**src/rtl/warp_instr_buffer.sv**
```systemverilog
// Per-warp show-ahead instruction FIFOs between fetch and issue.
// One shared write port, one shared read port, per-warp flush.
package warp_pkg;
   localparam int FIFO_DEPTH = 8;
endpackage

module warp_instr_buffer #(
   parameter int NUM_WARPS  = 4,
   parameter int FIFO_DEPTH = warp_pkg::FIFO_DEPTH,
   parameter int DATA_WIDTH = 32,
   parameter int AF_THRESH  = FIFO_DEPTH - 2,
   localparam int WW = (NUM_WARPS > 1) ? $clog2(NUM_WARPS) : 1,
   localparam int PW = $clog2(FIFO_DEPTH),
   localparam int CW = PW + 1
) (
   input  logic                            clk,
   input  logic                            rst_n,
   input  logic                            push,
   input  logic [WW-1:0]                   push_warp,
   input  logic [DATA_WIDTH-1:0]           data_in,
   input  logic                            pop,
   input  logic [WW-1:0]                   pop_warp,
   input  logic [NUM_WARPS-1:0]            flush,
   output logic [NUM_WARPS*DATA_WIDTH-1:0] head_data,
   output logic [NUM_WARPS-1:0]            head_valid,
   output logic [NUM_WARPS-1:0]            full,
   output logic [NUM_WARPS-1:0]            almost_full,
   output logic [NUM_WARPS-1:0]            empty,
   output logic [NUM_WARPS*CW-1:0]         count,
   output logic                            overflow_err,
   output logic                            underflow_err,
   input  logic                            err_clr
);

   logic [DATA_WIDTH-1:0] mem_q [NUM_WARPS][FIFO_DEPTH];
   logic [PW-1:0]         wr_q  [NUM_WARPS];
   logic [PW-1:0]         wr_d  [NUM_WARPS];
   logic [PW-1:0]         rd_q  [NUM_WARPS];
   logic [PW-1:0]         rd_d  [NUM_WARPS];
   logic [CW-1:0]         cnt_q [NUM_WARPS];
   logic [CW-1:0]         cnt_d [NUM_WARPS];
   logic [NUM_WARPS-1:0]  push_acc;
   logic [NUM_WARPS-1:0]  pop_acc;
   logic [31:0]           push_wx;
   logic [31:0]           pop_wx;
   logic                  push_ok;
   logic                  pop_ok;
   logic                  push_blk;
   logic                  pop_blk;
   logic                  ovf_q, ovf_d;
   logic                  udf_q, udf_d;

   always_comb begin
      push_wx  = 32'(push_warp);
      pop_wx   = 32'(pop_warp);
      push_ok  = push_wx < NUM_WARPS;
      pop_ok   = pop_wx < NUM_WARPS;
      push_blk = push_ok && flush[push_warp];
      pop_blk  = pop_ok && flush[pop_warp];
      push_acc = '0;
      pop_acc  = '0;
      for (int w = 0; w < NUM_WARPS; w++) begin
         pop_acc[w] = pop && pop_ok && (pop_warp == WW'(w)) &&
                      !flush[w] && (cnt_q[w] != '0);
         // A full warp still takes a write when its head leaves this cycle.
         push_acc[w] = push && push_ok && (push_warp == WW'(w)) &&
                       !flush[w] &&
                       ((cnt_q[w] != CW'(FIFO_DEPTH)) || pop_acc[w]);
         wr_d[w]  = wr_q[w];
         rd_d[w]  = rd_q[w];
         cnt_d[w] = cnt_q[w];
         if (flush[w]) begin
            wr_d[w]  = '0;
            rd_d[w]  = '0;
            cnt_d[w] = '0;
         end else begin
            if (push_acc[w]) wr_d[w] = wr_q[w] + PW'(1);
            if (pop_acc[w])  rd_d[w] = rd_q[w] + PW'(1);
            case ({push_acc[w], pop_acc[w]})
               2'b10:   cnt_d[w] = cnt_q[w] + CW'(1);
               2'b01:   cnt_d[w] = cnt_q[w] - CW'(1);
               default: cnt_d[w] = cnt_q[w];
            endcase
         end
      end
      ovf_d = ovf_q;
      udf_d = udf_q;
      if (err_clr) begin
         ovf_d = 1'b0;
         udf_d = 1'b0;
      end
      if (push && !push_blk && (push_acc == '0)) ovf_d = 1'b1;
      if (pop && !pop_blk && (pop_acc == '0))    udf_d = 1'b1;
   end

   always_ff @(posedge clk or negedge rst_n) begin
      if (!rst_n) begin
         for (int w = 0; w < NUM_WARPS; w++) begin
            wr_q[w]  <= '0;
            rd_q[w]  <= '0;
            cnt_q[w] <= '0;
         end
         ovf_q <= 1'b0;
         udf_q <= 1'b0;
      end else begin
         for (int w = 0; w < NUM_WARPS; w++) begin
            wr_q[w]  <= wr_d[w];
            rd_q[w]  <= rd_d[w];
            cnt_q[w] <= cnt_d[w];
         end
         ovf_q <= ovf_d;
         udf_q <= udf_d;
      end
   end

   always_ff @(posedge clk) begin
      for (int w = 0; w < NUM_WARPS; w++) begin
         if (push_acc[w]) mem_q[w][wr_q[w]] <= data_in;
      end
   end

   always_comb begin
      head_data   = '0;
      head_valid  = '0;
      full        = '0;
      almost_full = '0;
      empty       = '0;
      count       = '0;
      for (int w = 0; w < NUM_WARPS; w++) begin
         count[w*CW +: CW] = cnt_q[w];
         empty[w]          = cnt_q[w] == '0;
         head_valid[w]     = cnt_q[w] != '0;
         full[w]           = cnt_q[w] == CW'(FIFO_DEPTH);
         almost_full[w]    = cnt_q[w] >= CW'(AF_THRESH);
         if (cnt_q[w] != '0) begin
            head_data[w*DATA_WIDTH +: DATA_WIDTH] = mem_q[w][rd_q[w]];
         end
      end
   end

   assign overflow_err  = ovf_q;
   assign underflow_err = udf_q;

endmodule

```
**config.mk**
```make
export PLATFORM = sky130hd
export DESIGN_NAME = warp_instr_buffer
export DESIGN_NICKNAME = d
export VERILOG_FILES = /design/src/rtl/warp_instr_buffer.sv
export SDC_FILE = /design/constraint.sdc
export NUM_CORES = 1
export LEC_CHECK = 0
export CORE_UTILIZATION = 31
export DETAILED_ROUTE_END_ITERATION = 6
export GPL_TIMING_DRIVEN = 0
export PLACE_DENSITY = 0.56
export REMOVE_ABC_BUFFERS = 1
export SLEW_MARGIN = 20
export SYNTH_ARGS = -nofsm -noshare
export SYNTH_HDL_FRONTEND = slang
export SYNTH_SLANG_ARGS = --single-unit
```
**constraint.sdc**
```tcl
create_clock -name clk -period 8 [get_ports clk]
set_input_delay 1.2 -clock clk [delete_from_list [all_inputs] [get_ports clk]]
set_output_delay 1.2 -clock clk [all_outputs]
set_load 0.03 [all_outputs]
```
# Yosys cells after proc, flatten, opt, wreduce, memory -nomap -nowiden
# Memory sizes are Yosys's and may differ from the RTL's.
# Cells that the tools add are included.
# word_totals
ff_bits,42
mem_bits_rw,1024
output_inout_bits,162
wordCells,222
mem_count,1
# op_classes
add_sub_neg,16
magnitude_cmp,18
n_eq_ne,22
muxes,72
bitwise,8
reduce_logical,71
# memory_table
name,depth,word_bits,rd,rd_ports_with_merged_regs,write_ports,line_no,source
mem_q,4,256,4,0,1,35,logic [DATA_WIDTH-1:0] mem_q [NUM_WARPS][FIFO_DEPTH];
# op_table
operator,n
$mux W256,10
$reduce_or A256 Y1,3
$mux W32,16
$bmux W32 S3,4
$demux W32 S3,4
$mux W3,16
$ge A4 B4 Y1 const B,8
$logic_and A1 B1 Y1,32
$not A3 Y4,8
$pmux W4 S2,4
$add A3 B1 Y3 const B,8
$logic_not A4 Y1,6
$reduce_bool A2 Y1,10
$add A4 B1 Y4 const B,4
$eq A2 B2 Y1 const B,8
$eq A4 B4 Y1 const B,4
$ge A4 B3 Y1 const B,4
$lt A4 B1 Y1 const B,4
$mux W4,4
$ne A4 B4 Y1 const B,4
$reduce_bool A4 Y1,4
$sub A4 B1 Y4 const B,4
$eq A2 B1 Y1 const B,6
$reduce_bool A3 Y1,4
7 further kinds,28

# Depth between registers and ports, before layout
# Gate-level depths: netlist (run 1).
# depth
depth_word,12
depth_mapped,12
ltp_nobuf,11

# Worst setup path before layout (run 1)
# Ideal clock, no wire load.
# synth_timing
path_type,in2reg
start,in pop_warp[1]
end,mem mem_q[0][192] (netlist bit) (enable)
arrival_ps,5634
required_time_ps,7487
path_slack_ps,1852
cell_stages,6
path_cell_list,buf_2 -> or3b_1 -> clkbuf_2 -> a21oi_1 -> nand2_1 -> nor4b_1
# synth_via
elab_chain_len,12
word_cells_on_any_way,41
cone_classes,eq/ne (3); mux (14); reduce/logical (24)
# synth_rtl
element,line_no,source
"start, declared",22,"input logic [WW-1:0] pop_warp,"
$eq A2 B1 Y1,63,pop_acc[w] = pop && pop_ok && (pop_warp == WW'(w)) &&
$logic_and A1 B1 Y1 (2 in series),63,
$logic_and A1 B1 Y1,64,!flush[w] && (cnt_q[w] != '0);
$logic_or A1 B1 Y1,68,((cnt_q[w] != CW'(FIFO_DEPTH)) || pop_acc[w]);
$logic_and A1 B1 Y1,67,!flush[w] &&
$mux W1,118,if (push_acc[w]) mem_q[w][wr_q[w]] <= data_in;
$mux W256 (implied by the code),118,
$reduce_or A256 Y1 (no line),--,
$mux W2 (no line) / $mux W256 (equally long branches) (3 in series),--,
"end, declared",35,
# Parallel ways exist; a longest one is shown, timed or not.

# Worst setup path after layout (run 1)
# layout_timing
start,in pop_warp[1]
end,mem mem_q[0][84] (netlist bit) (enable)
# The elaborated chain is that of the path after synthesis.

==> impl_metrics.json, run 1 <==
{
  "critPathCaptureType": "register",
  "route.detailed.wl_per_inst_um": 24.9,
  "outcome": "finished, final reports clean",
  "finalCriticalPeriod_ps": 5040,
  "grtUsageTotal_pct": 15.4,
  "vdd_drop_max_mv": 0.217,
  "family_with_the_most_delay_on_the_worst_path": "simple AND/OR/NAND/NOR gates",
  "floorplan.rows": 134,
  "netsw_mw": 2.37,
  "rsz_0062_raised_after_global_routing": "no",
  "layout.nets": 2379,
  "seq_power_share_pct": 53.2,
  "drc_errors": 0,
  "share_of_power_burned_in_combinational_logic_pct": 3.3,
  "synth_top_flop_cell": "sky130_fd_sc_hd__edfxtp_1",
  "detailedRoute.firstPassIterationCount": 5,
  "synth_warn": 0,
  "internal_power_mw": 9.19,
  "maximum_number_of_pins_on_one_net_before_global_route_repair": 49,
  "maxSlewViolCount": 0,
  "fin_hold_ws_ps": 480,
  "critical_path_class": "input pin to register",
  "max_stage_delay_ps": 890,
  "final_hold_viol_count": 0,
  "io_pins": 207,
  "hold_path_class": "input pin to asynchronous set/reset pin",
  "period_utilization_post_route_pct": 63.0,
  "globalRoute.totalOverflow": 0,
  "drv.max_cap_violation_count": 0,
  "worst_setup_hold_path_clk_slew_ps": 60,
  "area_delta_synth_final_pct": 21.7,
  "ys_seq_area_share_pct": 76.4,
  "skew_ps": 21.0,
  "clock_sinks": 1066,
  "synth-edff-count": 1024,
  "syn-mean-instance-area_um2": 21.3,
  "critPathMaxFanout": 9,
  "required_ps": 8370,
  "clkLatencyLatePin_ps": 670,
  "wire_length_of_the_first_global_routing_pass_um": 150000,
  "coreArea_um2": 133000,
  "vias": 20323,
  "post_synth_num_cell_types": 63,
  "synth.ff_latch_count": 1066,
  "chipHeight_um": 368,
  "antenna_violating_nets_post_route": 0,
  "relSlewSlack_pct": 35.1,
  "final-instance-count-excl-fill": 4186,
  "cts.root.buffer_cell": "sky130_fd_sc_hd__clkbuf_16",
  "synthArstFlopShare_pct": 3.94,
  "cpMostUsedCell": "sky130_fd_sc_hd__buf_4",
  "post-cts-setup-buffers": 0,
  "critical_path_arrival_ps": 5410,
  "cts_repair_resize_count": 0,
  "clockPowerShare_pct": 43.5,
  "power.density_nw_per_um2": 228,
  "grt_pass1_vias": 21453,
  "synth.cell_area_um2": 41600,
  "cell_count_post_placement": 3974,
  "cts_htree_levels": 3,
  "synth_cells": 1949,
  "sw_frac_of_total_pct": 20.5,
  "total_die_area_um2": 136000,
  "critPathLaunchType": "input pin",
  "crit_chain": "clkdlybuf4s50_1, or3b_1, a211oi_1, nand2_1, nor3b_2, buf_4, buf_6, buf_4",
  "drt_first_iter_violations": 1644,
  "routabilityCongestion": 0.757,
  "crit_buf_inv": 4,
  "grt_antenna_before_repair": 9,
  "placement.io_buffers": 206,
  "drt-total-wl_um": 104000,
  "timing_worst_slew_pin_value_ps": 960,
  "via_per_inst": 4.85,
  "maxClockFrequency_mhz": 198,
  "static-leakage-power_nw": 15.6,
  "cts.path.max_buffers": 3,
  "layout-drive-gt1-share_pct": 27.4,
  "floorplan.initialDensity_pct": 31.2,
  "floorplan.die.width_um": 368,
  "tritoncts": "done",
  "holdBufCountCts": 0,
  "cts_buffers": 109,
  "crit_path_top_delay_cell": "sky130_fd_sc_hd__a211oi_1",
  "finalSetupViolations": 0,
  "detailedPlacementHpwl_um": 68800
}
-- logic make-up (layout without fill, tap and decap cells) --
group | count (synthesis) | after routing | synth area share (%)
DFF | 1066 | 1066 | 76.4
xor gates and xnor gates | 32 | 32 | 0.674
other | 0 | 5 | 0
and+or+nand+nor | 275 | 275 | 3.10
adders and majority gates | 17 | 17 | 0.529
buffers and inverters | 114 | 578 | 1.17
muxes | 394 | 394 | 17.2
AOI/OAI and AO/OA | 51 | 51 | 0.896
-- path summary, 6_finish.rpt --
kind                       cells past startpoint          from  slack [ps]            to
setup / recovery                               8   pop_warp[1]        2960  mem_q[0][84]
hold / removal                                 1         rst_n         480  overflow_err
setup reg to reg                               7      count[1]        4420  mem_q[0][84]
hold reg to reg                                2  overflow_err         540  overflow_err
max in group asynchronous                      2         rst_n        6960       rd_q[0]
min in group clk                               2  overflow_err         540  overflow_err
-- per-layer routing --
metal | vias up | global-route usage (%) | share of wire, %
li1 | 8775 | - | -
met1 | 10800 | 21.0 | 43
met5 | - | 0 | 0.073
met4 | 12 | 4.10 | 2.0
met3 | 126 | 2.79 | 5.9
met2 | 610 | 25.1 | 49
-- state kept, by name (all words and copies together) (netlist names) --
signal / flops
wr_q: 12
mem_q: 1024
count: 16
rd_q: 12
overflow_err: 1
underflow_err: 1
-- synth_stat cells (3+ instances only) --
library cell	count	area, um2
sky130_fd_sc_hd__mux2i_1	136	1360
sky130_fd_sc_hd__xor2_1	17	149
sky130_fd_sc_hd__inv_1	7	26.3
sky130_fd_sc_hd__nor3b_1	10	75.1
sky130_fd_sc_hd__and2_1	3	18.8
sky130_fd_sc_hd__a2bb2oi_1	3	26.3
sky130_fd_sc_hd__a21oi_1	7	35.0
sky130_fd_sc_hd__o21ai_0	13	65.1
sky130_fd_sc_hd__nand2b_1	4	25.0
sky130_fd_sc_hd__clkbuf_1	55	206
sky130_fd_sc_hd__mux4_2	256	5770
sky130_fd_sc_hd__xnor2_1	15	131
sky130_fd_sc_hd__nand2_1	34	128
sky130_fd_sc_hd__a21o_1	8	60.1
sky130_fd_sc_hd__ha_1	16	200
sky130_fd_sc_hd__dfrtp_1	42	1050
sky130_fd_sc_hd__nand3_1	5	25.0
sky130_fd_sc_hd__buf_2	25	125
sky130_fd_sc_hd__buf_1	21	78.8
sky130_fd_sc_hd__nor4b_1	7	61.3
sky130_fd_sc_hd__nor3_1	15	75.1
sky130_fd_sc_hd__nor4_1	4	25.0
sky130_fd_sc_hd__nor2_1	172	646
sky130_fd_sc_hd__edfxtp_1	1024	30700
-- stage by stage --
stage               utilization (%)  setup WS, ps  setup TNS (ps)  instance area, um2  total power, mW
floorplan                         -          1830               0               41200             6.42
global placement               34.1         -3420        -1104050               45400             6.66
detailed placement             35.3          2280               0               47100             6.66
CTS                            38.0          2990               0               50600             11.7
global route                   38.0          2840               0               50600             11.9
finish                         38.0          2960               0               50600             11.6
-- power groups by stage --
stage | clock [mW] | combinational (mW) | sequential (mW)
global route | 5.33 | 0.410 | 6.15
global placement | 0 | 0.372 | 6.28
CTS | 5.14 | 0.391 | 6.15
finish | 5.03 | 0.382 | 6.15
detailed placement | 0 | 0.390 | 6.27
floorplan | 0 | 0.140 | 6.28
-- cells in the final DEF, fill, tap and decap left out, types with 21 or more instances in the layout --
cell type / n
sky130_fd_sc_hd__buf_2: 88
sky130_fd_sc_hd__clkdlybuf4s50_1: 173
sky130_fd_sc_hd__mux4_2: 256
sky130_fd_sc_hd__nor2_1: 163
sky130_fd_sc_hd__clkinv_1: 25
sky130_fd_sc_hd__mux2i_1: 136
sky130_fd_sc_hd__clkbuf_1: 31
sky130_fd_sc_hd__nand2_1: 34
sky130_fd_sc_hd__dfrtp_1: 30
sky130_fd_sc_hd__edfxtp_1: 1024
sky130_fd_sc_hd__buf_4: 62
sky130_fd_sc_hd__buf_16: 21
sky130_fd_sc_hd__clkbuf_16: 110
-- area by class of cell --
class | instances | area, um2
Fill cell | 11943 | 82600
Inverter | 10 | 50.0
Antenna cell | 5 | 12.5
Multi-Input combinational cell | 769 | 9520
Tap cell | 1768 | 2210
Timing Repair Buffer | 361 | 3430
Sequential cell | 1066 | 31800
Clock buffer | 146 | 2940
Clock inverter | 61 | 637
Note: power is estimated with default switching activity, not from simulation.
==> run 2, diff against run 1 <==
- clock period: 8 -> 4.98 ns (I/O delays scaled with it)
==> impl_metrics.json, run 2 (synthesized netlist as in run 1, its figures left out) <==
{
  "max_stage_delay_ps": 890,
  "timing.reg2reg.setup_slack_ps": 1400,
  "postLayoutSetupSlackWorst_ps": 397,
  "drv.max_cap_violation_count": 0,
  "final-instance-count-excl-fill": 4184,
  "maxClockFrequency_mhz": 218,
  "rsz_0062_raised_after_global_routing": "no",
  "reg2reg_path_depth": 7,
  "finalCriticalPeriod_ps": 4580,
  "finalSetupViolations": 0,
  "grt_antenna_before_repair": 9,
  "wire_length_of_the_first_global_routing_pass_um": 150000,
  "io_pins": 207,
  "cts.path.max_buffers": 3,
  "period_utilization_post_route_pct": 92.0,
  "hold_path_depth": 2,
  "cts_buffers": 109,
  "total_power_mw": 18.6,
  "route.detailed.wl_per_inst_um": 24.9,
  "vias": 20332,
  "layout_common_cells": "sky130_fd_sc_hd__edfxtp_1, sky130_fd_sc_hd__mux4_2, sky130_fd_sc_hd__clkdlybuf4s50_1",
  "cts_repair_resize_count": 0,
  "floorplan.rows": 134,
  "chipHeight_um": 368,
  "finish.utilization_pct": 38.0,
  "hold_path_startpoint": "overflow_err",
  "drt_first_iter_violations": 1690,
  "fin_tns_setup_ps": 0,
  "critPathMaxFanout": 9,
  "maximum_number_of_pins_on_one_net_before_global_route_repair": 49,
  "globalRoute.totalOverflow": 0,
  "largest_register_ffs": 1024,
  "crit_chain": "clkdlybuf4s50_1, or3b_1, a211oi_1, nand2_1, nor3b_2, buf_4, buf_6, buf_4",
  "area_delta_synth_final_pct": 21.7,
  "total_die_area_um2": 136000,
  "mostFrequentLayoutCell": "sky130_fd_sc_hd__edfxtp_1",
  "family_with_the_most_delay_on_the_worst_path": "simple AND/OR/NAND/NOR gates",
  "cts_htree_levels": 3,
  "vdd_drop_max_mv": 0.348,
  "timing.rr.end": "mem_q[0][84]",
  "min_to": "overflow_err",
  "floorplan.initialDensity_pct": 31.2,
  "post_dp_area_um2": 47100,
  "cpMostUsedCell": "sky130_fd_sc_hd__buf_4",
  "floorplan.die.width_um": 368,
  "grt_pass1_vias": 21453,
  "routabilityCongestion": 0.757,
  "crit_path_top_delay_cell": "sky130_fd_sc_hd__a211oi_1",
  "coreArea_um2": 133000,
  "antenna_violating_nets_post_route": 0,
  "fin_hold_ws_ps": 542,
  "relSlewSlack_pct": 34.0,
  "tritoncts": "done",
  "drt-total-wl_um": 104000,
  "clkLatencyLatePin_ps": 670,
  "outcome": "finished, final reports clean",
  "drc_errors": 0,
  "critical_path_arrival_ps": 4950,
  "worst_setup_hold_path_clk_slew_ps": 60,
  "detailedPlacementHpwl_um": 68800,
  "clock_sinks": 1066,
  "place_worst_setup_slack_ps": -282,
  "grtUsageTotal_pct": 15.4,
  "crit_buf_inv": 4,
  "timing_worst_slew_pin_value_ps": 977,
  "power.density_nw_per_um2": 367,
  "post-cts-setup-buffers": 0,
  "skew_ps": 21.0,
  "required_ps": 5350,
  "holdBufCountCts": 1,
  "detailedRoute.firstPassIterationCount": 5,
  "critPathLaunchType": "input pin",
  "static-leakage-power_nw": 15.6,
  "layout.nets": 2380,
  "placement.io_buffers": 206,
  "via_per_inst": 4.86,
  "cell_count_post_placement": 3974,
  "cts.root.buffer_cell": "sky130_fd_sc_hd__clkbuf_16",
  "r2r_startpoint": "count[1]",
  "layout-drive-gt1-share_pct": 27.3,
  "final_hold_viol_count": 0,
  "hold_path_class": "register to register",
  "critical_path_class": "input pin to register",
  "layout.cell_area.non_filler_um2": 50600,
  "maxSlewViolCount": 0,
  "critPathCaptureType": "register"
}
run 2: final cells by class:
type,count,area (um2)
antenna,2,5.00
clock buffer,146,2940
clock inverter,61,637
fill,11941,82600
inverter,10,50.0
multi-input combinational,769,9520
sequential,1066,31800
tap,1768,2210
timing repair buffer,362,3440
run 2: worst min-delay path: stages, from the launching register on:
cell and delay, ps:
sky130_fd_sc_hd__dfrtp_1 370, sky130_fd_sc_hd__inv_1 60, sky130_fd_sc_hd__o22ai_1 70
run 2: worst max-delay path by stage:
stage | from | to | slack (ps) | cells past startpoint
2_1_floorplan | count[15] | count[15] | -850 | 7
3_3_place_gp | pop_warp[1] | mem_q[0][166] | -5990 | 5
3_5_place_dp | pop_warp[1] | mem_q[0][84] | -280 | 8
4_1_cts | pop_warp[1] | mem_q[0][84] | 430 | 8
5_1_grt | pop_warp[1] | mem_q[0][84] | 270 | 8
6_report | pop_warp[1] | mem_q[0][84] | 400 | 8
run 2: where the power goes:
part	total [mW]	switching, mW	internal [mW]
Clock	8.07	3.36	4.72
Sequential	9.88	0.0219	9.86
Combinational	0.613	0.433	0.180
run 2: layer usage:
layer	vias to the layer above	GRT usage (%)	part of all wire, %
met5	-	0	0.073
met4	12	4.10	2.3
met3	131	2.79	5.2
met2	554	25.1	48
met1	10864	21.0	44
li1	8771	-	-
==> edit 1 (config.mk and constraints of run 1) <==
Put a register stage on the output `count`, with the module's reset. The value now appears one clock later. The other outputs are not delayed to match.
--- a/src/rtl/warp_instr_buffer.sv
+++ b/src/rtl/warp_instr_buffer.sv
@@ -32,4 +32,6 @@
    input  logic                            err_clr
 );
+
+   logic [NUM_WARPS*CW-1:0] count_d;
 
    logic [DATA_WIDTH-1:0] mem_q [NUM_WARPS][FIFO_DEPTH];
@@ -126,7 +128,7 @@
       almost_full = '0;
       empty       = '0;
-      count       = '0;
+      count_d     = '0;
       for (int w = 0; w < NUM_WARPS; w++) begin
-         count[w*CW +: CW] = cnt_q[w];
+         count_d[w*CW +: CW] = cnt_q[w];
          empty[w]          = cnt_q[w] == '0;
          head_valid[w]     = cnt_q[w] != '0;
@@ -142,4 +144,12 @@
    assign underflow_err = udf_q;
 
+   always_ff @(posedge clk or negedge rst_n) begin
+      if (!rst_n) begin
+         count <= '0;
+      end else begin
+         count <= count_d;
+      end
+   end
+
 endmodule
 
Behaviour: not the same (Yosys sat finds a counterexample within 4 cycles, from zero or initial values and one cycle with rst_n low).
==> edit 1 against run 1 <==
Area after synthesis grew 1.1%; worst setup slack got worse by 450 ps; critical path depth shrank 1; design area rose by 0.54%; register-to-register slack better by 90 ps; wire length shrank 0.33%; sequential cell count increased by 16.
Power is not compared: it rests on default switching activity, and its combinational part moved more than twofold at a synthesized area within 25%.
==> edit 1: results (changes against run 1) <==
metric,value,unit,change
post_cts_buffers,0,,unchanged
final_nets,2393,,+0.59%
synthXorXnorAreaFrac,0.00500,,-0.00174
async_flop_share,0.0536,,+0.0142
crit_arrival,5860,ps,+450 ps
skew,25.8,ps,+4.77 ps
syn2layout_area_growth,21.1,%,
cts_buffers,108,,-0.92%
detailed_place_hpwl,68200,µm,-0.81%
cts_sinks,1082,,+1.5%
ys_top_cells_by_count,"1024 x edfxtp_1, 258 x mux4_2, 163 x nor2_1",,
sh_seq_area,0.633,,+0.00451
use_met1,0.206,,-0.00371
viasPerCell,4.85,,about the same
wire_per_inst,24.8,µm,-0.50%
use_met2,0.251,,-0.000582
syn_inst,1961,,+0.62%
antenna_cells,6,,+1
clk_share,0.0664,,-0.00414
gp_congestion,0.747,,-1.3%
clockBufferCount,136,,-6.8%
power,12.1,mW,
n_all_inverters,12,,+2
grt_pass1_wl,149000,µm,-0.77%
vias,20400,,+0.16%
drt_iter0_drc,1614,,-1.8%
synthMuxAreaShare,0.171,,-0.000558
outcome,finished clean,,
synth_compound_area_frac,0.00878,,-0.000187
grt_pass1_vias,21400,,-0.20%
nFillCells,12000,,+0.59%
synth_cell_types,64,,+1.6%
grt_max_degree,51,,+4.1%
buffers,356,,-1.4%
multi_input_area_share,0.188,,+0.000325
yosysWarnings,0,,unchanged
holdBufCountCts,0,,unchanged
tightest_slew,961,ps,+0.884 ps
synthTopCellsByArea,"edfxtp_1 73%, mux4_2 14%, dfrtp_1 3.5%",,
placed_area,47500,µm²,+0.98%
grt_use_total,0.151,,-0.00245
comb-power,927,µW,
netlist_area,42100,µm²,+1.1%
synthAdderAreaFrac,0.00524,,-0.0000575
drive_gt1_frac,0.276,,+0.00222
ys_seq_area_frac,0.766,,+0.00122
[edit 1: layer usage]
layer,vias to the layer above,part of all wire,routed length (µm)
li1,8819,-,-
met1,10900,0.44,45300
met2,520,0.49,50700
met3,127,0.056,5840
met4,10,0.018,1910
met5,-,0.00063,65
[edit 1: final timing paths]
kind,startpoint,endpoint,slack (ps),depth (start not counted)
max,flush[3],mem_q[3][79]$_DFFE_PP_,2510,7
min,rst_n,count[10]$_DFF_PN0_,370,1
min reg2reg,cnt_q[11]$_DFFE_PN0P_,count[7]$_DFF_PN0_,480,0
min in group clk,cnt_q[11]$_DFFE_PN0P_,count[7]$_DFF_PN0_,480,0
max in group asynchronous,rst_n,rd_q[0]$_DFFE_PN0P_,7040,2
max reg2reg,cnt_q[7]$_DFFE_PN0P_,mem_q[2][80]$_DFFE_PP_,4510,9
[edit 1: worst max-delay path, cell delays in order]
cell and delay (ps):
clkdlybuf4s50_1 880, nand4b_1 1050, a31oi_2 1090, nand2_1 370, nor3b_2 690, buf_4 320
buf_4 220
==> edit 2 (flow settings as in run 1) <==
Made on the original files. Set the parameter `DATA_WIDTH` to 48 (it was 32).
--- a/src/rtl/warp_instr_buffer.sv
+++ b/src/rtl/warp_instr_buffer.sv
@@ -8,5 +8,5 @@
    parameter int NUM_WARPS  = 4,
    parameter int FIFO_DEPTH = warp_pkg::FIFO_DEPTH,
-   parameter int DATA_WIDTH = 32,
+   parameter int DATA_WIDTH = 48,
    parameter int AF_THRESH  = FIFO_DEPTH - 2,
    localparam int WW = (NUM_WARPS > 1) ? $clog2(NUM_WARPS) : 1,
Ports: changed (resized data_in and head_data); port bits go from 207 to 287. The function was not compared with the original's and may differ.
==> edit 2 against run 1 <==
Utilization grew 0.26 points; synthesized cell count grew 41%; sequential power grew 48%; via count grew 45%; wire length grew 50%; area after synthesis grew 46%; design area grew 47%; total power grew 49%; non-clock buffer count grew 218; sequential cell count grew 512; register-to-register slack lost 210 ps; sequential share of layout area grew 0.35 points; worst setup slack lost 79 ps; critical endpoint is now head_data[106]; highest routed layer unchanged.
==> edit 2: results (changes against run 1) <==
metric,value,unit,change
maxSlewHeadroom,0.301,,-0.0497
grt_max_degree,54,,+10%
ir_drop,0.164,mV,-25%
grt_use_total,0.157,,+0.00332
grt_pass1_wl,222000,µm,+47%
crit_slowest_cell,dfrtp_4,,
ys_top_cells_by_count,"1536 x edfxtp_1, 385 x mux4_2, 230 x nor2_1",,
placedCellCount,5815,,+46%
wire_per_inst,25.5,µm,+2.5%
synth_cell_types,67,,+6.3%
place_ws,2390,ps,+107 ps
antenna_found_initial,4,,-5
syn-mean-instance-area,22.1,µm²,+3.6%
synthAdderAreaFrac,0.00361,,-0.00168
root_buffer,clkbuf_16,,
synthMuxAreaShare,0.176,,+0.00388
synthXorXnorAreaFrac,0.00388,,-0.00286
final_nets,3438,,+45%
outcome,finished clean,,
crit_fanout,32,,+23
drt_iter0_drc,2217,,+35%
crit_arrival,3920,ps,-1490 ps
synth_compound_area_frac,0.00614,,-0.00282
leakage,23.1,nW,+48%
viasPerCell,4.82,,-0.69%
drive_gt1_frac,0.285,,+0.0119
drt-pass1-iter-count,5,,unchanged
nFillCells,17500,,+47%
maxCapViolations,0,,unchanged
yosysWarnings,0,,unchanged
cts_resized,0,,unchanged
synthFlopType,edfxtp_1,,
hold_path.class,primary input to asynchronous set/reset pin,,
async_flop_share,0.0266,,-0.0128
power,17.2,mW,+49%
skew,35.2,ps,+14.2 ps
synth_edf_count,1536,,+50%
ys_seq_area_frac,0.774,,+0.00970
largest_reg_flops,1536,,+50%
gp_congestion,0.710,,-6.2%
placed_area,69600,µm²,+48%
detailed_place_hpwl,110000,µm,+60%
cts.path.max_buffers,3,,unchanged
insertion_delay,820,ps,+150 ps
grt_pass1_vias,30400,,+42%
htreeDepth,4,,+1
final_cell_count_no_fill,6124,,+46%
max_stage_delay,730,ps,-160 ps
port_buffers,286,,+39%
cts_buffers,167,,+53%
synthTopCellsByArea,"edfxtp_1 76%, mux4_2 14%, mux2i_1 3.3%",,
-- edit 2: cell count changes after synthesis, moves of 4 or more --
cell             run 1  this run
clkbuf_1            55        72
nor3b_1             10         6
buf_1               21        11
edfxtp_1          1024      1536
buf_2               25        58
nor2_1             172       230
mux2i_1            136       202
mux4_2             256       385
inv_1                7        11
-- edit 2: worst max-delay path: cells and delay by family, from the launching register on --
| kind | cells | cell delay, ps |
|---|---|---|
| AND/OR/NAND/NOR | 1 | 120 |
| multiplexers | 2 | 960 |
| buffers and inverters | 3 | 1180 |
| flip-flops | 1 | 730 |
-- edit 2: area by class of cell --
| cell class | count | area [µm²] | share of cell area |
|---|---|---|---|
| Timing Repair Buffer | 579 | 5640 | 0.0755 |
| Antenna cell | 3 | 7.51 | 0.000101 |
| Multi-Input combinational cell | 1020 | 13300 | 0.178 |
| Tap cell | 2624 | 3280 | 0.0440 |
| Clock buffer | 225 | 4480 | 0.0600 |
| Inverter | 14 | 62.6 | 0.000838 |
| Clock inverter | 81 | 708 | 0.00948 |
| Sequential cell | 1578 | 47200 | 0.632 |
-- edit 2: logic make-up (layout without fill, tap and decap cells) --
family | after synthesis | after routing
AND/OR/NAND/NOR | 333 | 333
adder cells (fa/ha/maj) | 17 | 17
XOR/XNOR | 27 | 27
other | 0 | 3
buffers and inverters | 158 | 899
AO/OA/AOI/OAI | 54 | 54
flip-flops | 1578 | 1578
multiplexers | 589 | 589
-- edit 2: per-layer routing --
layer / up-vias / share of wire / global-route usage
met4: 2 / 0.022 / 0.0422
met3: 197 / 0.048 / 0.0327
met5: - / 0.000083 / 0
met1: 16000 / 0.43 / 0.207
li1: 12600 / - / -
met2: 683 / 0.50 / 0.262
-- edit 2: power breakdown --
part	switching, mW	internal [mW]
registers	0.0205	9.10
clock network	3.23	4.16
logic	0.467	0.231
-- edit 2: final timing paths --
path / start / endpoint / slack (ps) / cells after the start
min in group clk: overflow_err$_DFFE_PN0P_ / overflow_err$_DFFE_PN0P_ / 520 / 2
max: rd_q[3]$_DFFE_PN0P_ / head_data[106] / 2880 / 6
min: rst_n / count[8]$_DFFE_PN0P_ / 380 / 1
min reg2reg: overflow_err$_DFFE_PN0P_ / overflow_err$_DFFE_PN0P_ / 520 / 2
max reg2reg: count[7]$_DFFE_PN0P_ / mem_q[1][346]$_DFFE_PP_ / 4210 / 11
max in group asynchronous: rst_n / rd_q[7]$_DFFE_PN0P_ / 7100 / 1
